[src/rtl/dm_access_pkg.sv]
// dm_access_pkg: size encodings, controller states and default memory geometry
package dm_access_pkg;
  localparam int DEF_ADDR_W = 10;
  localparam logic [1:0] SZ_BYTE = 2'b00;
  localparam logic [1:0] SZ_HALF = 2'b01;
  localparam logic [1:0] SZ_WORD = 2'b10;
  typedef enum logic [2:0] {IDLE, RD, WAIT, WR, RESP} state_t;
endpackage

[src/rtl/dm_lane_unit.sv]
// dm_lane_unit: load lane extraction/extension and store read-modify-write merge
module dm_lane_unit import dm_access_pkg::*; (
  input  logic [31:0] word,
  input  logic [31:0] wdata,
  input  logic [1:0]  off,
  input  logic [1:0]  size,
  input  logic        sgn,
  output logic [31:0] rdata,
  output logic [31:0] merged
);
  logic [4:0]  sh;
  logic [7:0]  b;
  logic [15:0] h;
  logic [31:0] bmask;
  always_comb begin
    sh = {off, 3'b000};
    b = 8'(word >> sh);
    h = off[1] ? word[31:16] : word[15:0];
    bmask = 32'hff << sh;
    rdata = size == SZ_BYTE ? {{24{sgn & b[7]}}, b}
          : size == SZ_HALF ? {{16{sgn & h[15]}}, h} : word;
    merged = size == SZ_BYTE ? (word & ~bmask) | ({24'b0, wdata[7:0]} << sh)
           : size == SZ_HALF ? (off[1] ? {wdata[15:0], word[15:0]} : {word[31:16], wdata[15:0]})
           : wdata;
  end
endmodule

[src/rtl/dm_access_ctrl.sv]
// dm_access_ctrl: CPU load/store controller for a word-wide synchronous-read data memory.
// Define DM_ACCESS_TRACE_EN to print a trace line for every memory write.
module dm_access_ctrl import dm_access_pkg::*; #(
  parameter int ADDR_W = DEF_ADDR_W
) (
  input  logic              clk,
  input  logic              reset,
  input  logic              req_valid,
  output logic              req_ready,
  input  logic              req_we,
  input  logic [1:0]        req_size,
  input  logic              req_signed,
  input  logic [31:0]       req_addr,
  input  logic [31:0]       req_wdata,
  input  logic [31:0]       req_pc,
  output logic              rsp_valid,
  output logic [31:0]       rsp_rdata,
  output logic              rsp_err,
  output logic              mem_en,
  output logic              mem_we,
  output logic [ADDR_W-1:0] mem_addr,
  output logic [31:0]       mem_wdata,
  input  logic [31:0]       mem_rdata
);
  state_t      state;
  logic [31:0] addr_q, wdata_q, pc_q;
  logic [1:0]  size_q;
  logic        sgn_q, we_q, bad;
  logic [31:0] ext_rdata, merged;
  logic        unused_ok;
  assign req_ready = state == IDLE;
  assign bad = req_size == 2'b11 || (req_size == SZ_HALF && req_addr[0])
            || (req_size == SZ_WORD && |req_addr[1:0]) || |(req_addr >> (ADDR_W + 2));
  assign unused_ok = ^{pc_q, addr_q};
  dm_lane_unit u_lane (
    .word(mem_rdata), .wdata(wdata_q), .off(addr_q[1:0]), .size(size_q), .sgn(sgn_q),
    .rdata(ext_rdata), .merged(merged)
  );
  always_ff @(posedge clk or posedge reset) begin
    if (reset) begin
      state <= IDLE;
      rsp_valid <= 1'b0;
      rsp_rdata <= '0;
      rsp_err <= 1'b0;
      mem_en <= 1'b0;
      mem_we <= 1'b0;
      mem_addr <= '0;
      mem_wdata <= '0;
      addr_q <= '0;
      wdata_q <= '0;
      pc_q <= '0;
      size_q <= '0;
      sgn_q <= 1'b0;
      we_q <= 1'b0;
    end else begin
      case (state)
        IDLE: if (req_valid) begin
          addr_q <= req_addr;
          wdata_q <= req_wdata;
          pc_q <= req_pc;
          size_q <= req_size;
          sgn_q <= req_signed;
          we_q <= req_we;
          if (bad) begin
            state <= RESP;
            rsp_valid <= 1'b1;
            rsp_err <= 1'b1;
            rsp_rdata <= '0;
          end else begin
            mem_addr <= req_addr[ADDR_W+1:2];
            mem_en <= 1'b1;
            // whole-word stores skip the read; sub-word stores read first to merge
            if (req_we && req_size == SZ_WORD) begin
              state <= WR;
              mem_we <= 1'b1;
              mem_wdata <= req_wdata;
            end else begin
              state <= RD;
              mem_we <= 1'b0;
            end
          end
        end
        RD: begin
          state <= WAIT;
          mem_en <= 1'b0;
        end
        WAIT: if (we_q) begin
          state <= WR;
          mem_en <= 1'b1;
          mem_we <= 1'b1;
          mem_wdata <= merged;
        end else begin
          state <= RESP;
          rsp_valid <= 1'b1;
          rsp_err <= 1'b0;
          rsp_rdata <= ext_rdata;
        end
        WR: begin
          state <= RESP;
          mem_en <= 1'b0;
          mem_we <= 1'b0;
          rsp_valid <= 1'b1;
          rsp_err <= 1'b0;
          rsp_rdata <= '0;
        end
        RESP: begin
          state <= IDLE;
          rsp_valid <= 1'b0;
          rsp_err <= 1'b0;
          rsp_rdata <= '0;
        end
        default: state <= IDLE;
      endcase
    end
  end
`ifdef DM_ACCESS_TRACE_EN
  always @(posedge clk)
    if (mem_en && mem_we) $display("@%08h: *%08h <= %08h", pc_q, 32'(mem_addr) << 2, mem_wdata);
`endif
endmodule

[config.mk]
export PLATFORM = sky130hd
export DESIGN_NAME = dm_access_ctrl
export DESIGN_NICKNAME = d
export VERILOG_FILES = /design/src/rtl/dm_access_pkg.sv /design/src/rtl/dm_lane_unit.sv /design/src/rtl/dm_access_ctrl.sv
export SDC_FILE = /design/constraint.sdc
export NUM_CORES = 1
export LEC_CHECK = 0
export CAP_MARGIN = 25
export CORE_MARGIN = 3
export CORE_UTILIZATION = 35
export DETAILED_ROUTE_END_ITERATION = 8
export SLEW_MARGIN = 20
export SYNTH_ARGS = -nofsm -noshare
export SYNTH_HDL_FRONTEND = slang
export SYNTH_HIERARCHICAL = 1
export SYNTH_SLANG_ARGS = --single-unit
[constraint.sdc]
create_clock -name clk -period 9.7 [get_ports clk]
set_clock_uncertainty 0.05 [all_clocks]
set_input_delay 1.94 -clock clk [delete_from_list [all_inputs] [get_ports clk]]
set_output_delay 1.94 -clock clk [all_outputs]
set_load 0.02 [all_outputs]
==> metrics.cfg <==
[floorplan]
die_height_um = 145
rows = 50
dieWidth_um = 145
start_util_pct = 35.8
io_pins = 214
dieArea_mm2 = 0.0209
core_area_mm2 = 0.0188

[synthesis]
ys_seq_area_share_pct = 44.3
ys.warnings.count = 6
synth_seq_cells = 119
synth_cells = 661
synth_async_sr_flop_share_pct = 100
ys.flop_type = dfrtp_1
synth.distinct_cells = 50
synth_edf_count = 0
avgSynthCellArea_um2 = 10.2
synth_nets = 796
synth_area_mm2 = 0.00672

[finish]
multiInputGateArea_mm2 = 0.00342
fill_cells = 1752
finalNetCount = 953
drive_above_1_share_pct = 17.2
mostFrequentLayoutCell = clkdlybuf4s50_1
seqCellArea_mm2 = 0.00298
num_antenna_cells = 0
area_growth_syn_to_layout_pct = 37.2
layout_common_cells = 181 x clkdlybuf4s50_1, 119 x dfrtp_1, 91 x nand2_1

[drt]
drt-wirelength-per-cell_um = 19.8
num_vias = 5686
dr.pass1.iters = 4
drtIter0Drc = 447
drt-total-wl_mm = 21.1
drc_errors = 0
antenna_left = 0
detail_route.vias_per_cell = 5.34

[sta]
hold_violations = 0
setup_viol_count_final = 0
post-route-period-util_pct = 45.0
layout_min_cycle_time_ps = 4360
rsz0062_at_grt = no
fmax_mhz = 229
worst_pin_slew_ps = 940
setup_tns_ps = 0
final-max-slew-violation-count = 0
max-slew-margin-rel_pct = 37.3

[setup_path]
required_ps = 9930
path_class = primary input to register
startpoint_type = primary input
path_cells = clkdlybuf4s50_1 > nor3_1 > o211ai_2 > o21ai_2 > buf_4 > and2_1 > buf_4 > a21oi_1
critical-path-slowest-cell = and2_1
worst-path-buf-inv = 3
end_kind = register
slowest_delay_ps = 570
cpMostUsedCell = buf_4
cp_top_family = buffers and inverters
cp.arrival_ps = 4590
crit_fanout = 34

[clocking]
cts_tree = done
cts-root-buf = clkbuf_16
cts-buffers-inserted = 17
htree_levels = 4
clkTransAtPathRegs_ps = 60
postCtsHoldBufs = 0
post_cts_buffers = 0
cts_resized = 0
insertion_delay_ps = 420
clk_path_buf_depth = 2
cts.sinks = 119

[power]
power_mw = 1.86
p_per_area_mw_per_mm2 = 202
vdd_ir_drop_max_mv = 0.141
p_leak_nw = 3.60

[placed_design]
numPortBuffers = 181
place_hpwl_mm = 15.5
gp_congestion = 0.881

[grt]
grt_pass1_vias = 5724
antenna_found_initial = 0
grt-ovfl-total = 0
grt_pass1_wl_mm = 32.4
gr-usage-all-layers_pct = 20.1
grt_max_degree = 67

[run_status]
outcome = complete, no violations

[hold_path]
hold_class = register to register

[job]
cap_viol_max_count = 0

[cells in the mapped netlist, types with 4 or more instances]
cell type	number	area [um^2]
o22a_1	7	61.3
a21oi_2	21	184
nor4_2	4	50.1
buf_4	8	60.1
nand3_1	10	50.1
nor2_1	15	56.3
a31oi_1	9	56.3
nor2b_1	9	56.3
and2_1	10	62.6
or3b_1	8	70.1
o21ai_1	26	130
dfrtp_1	119	2980
a21oi_1	56	280
inv_1	5	18.8
mux2_2	48	541
buf_2	19	95.1
nand2b_1	11	68.8
buf_6	6	67.6
a221o_1	16	160
clkbuf_1	18	67.6
mux2i_1	48	480
mux2_4	9	135
nand2_1	91	342
a22o_1	8	70.1
o21ai_0	47	235
a21o_1	4	30.0
[tightest hold or removal path, cell delays in order (launching register included)]
cell     delay, ps
dfrtp_1        340
nand2_1         50
o21ai_0         60
[path summary, 6_finish.rpt]
check	startpoint	end	slack, ps	depth (start not counted)
min reg2reg	rsp_rdata[0]	rsp_rdata[0]	430	2
min	rsp_rdata[0]	rsp_rdata[0]	430	2
max reg2reg	state[0]	mem_wdata[12]	6790	6
min in group asynchronous	reset	rsp_rdata[21]	1840	2
max	req_size[0]	mem_wdata[12]	5340	8
max in group asynchronous	reset	wdata_q[10]	6600	4
[logic make-up after synthesis]
logic type / after synthesis / share of synthesized area [%]
mux: 106 / 17.5
buf+inv: 62 / 5.30
simple gates: 168 / 13.0
flops: 119 / 44.3
compound gates: 206 / 19.9
[where the power goes]
group,switching (mW),total [mW],internal [mW]
registers,0.0657,0.644,0.579
logic,0.324,0.612,0.288
clock network,0.244,0.604,0.361
total,0.633,1.86,1.23
[metrics by stage]
| stage | utilization [%] | setup WS (ps) | instance area [um^2] | hold WS, ps | cells |
|---|---|---|---|---|---|
| 2_1_floorplan | - | 4550 | 6720 | 425 | 661 |
| 3_3_place_gp | 45.8 | 4970 | 8600 | 415 | 1031 |
| 3_5_place_dp | 46.1 | 4890 | 8660 | 420 | 1033 |
| 4_1_cts | 49.1 | 5340 | 9220 | 432 | 1065 |
| 5_1_grt | 49.1 | 5060 | 9220 | 451 | 1065 |
| 6_report | 49.1 | 5340 | 9220 | 428 | 1065 |
[flip-flops by register name, summed over array words and instances, names as in the netlist, 2 cells and up]
register and cells:
addr_q 2, mem_addr 10, mem_wdata 32, rsp_rdata 32, size_q 2, state 3, wdata_q 32
[layout make-up]
| type | count | area share, % |
|---|---|---|
| clock inverters | 13 | 1.34 |
| repair buffers | 192 | 21.0 |
| inverters | 8 | 0.380 |
| well taps | 234 | 3.17 |
| flip-flops and latches | 119 | 32.3 |
| clock buffers | 19 | 4.80 |
| multi-input cells | 480 | 37.0 |
[layer usage]
metal	up-vias	wire [um]	global-route usage [%]
li1	2697	-	-
met1	2754	9560	27.1
met2	205	9900	32.3
met3	30	1160	4.00
met4	0	448	7.36
met5	-	0	0
Power figures use the tool's default switching activity.
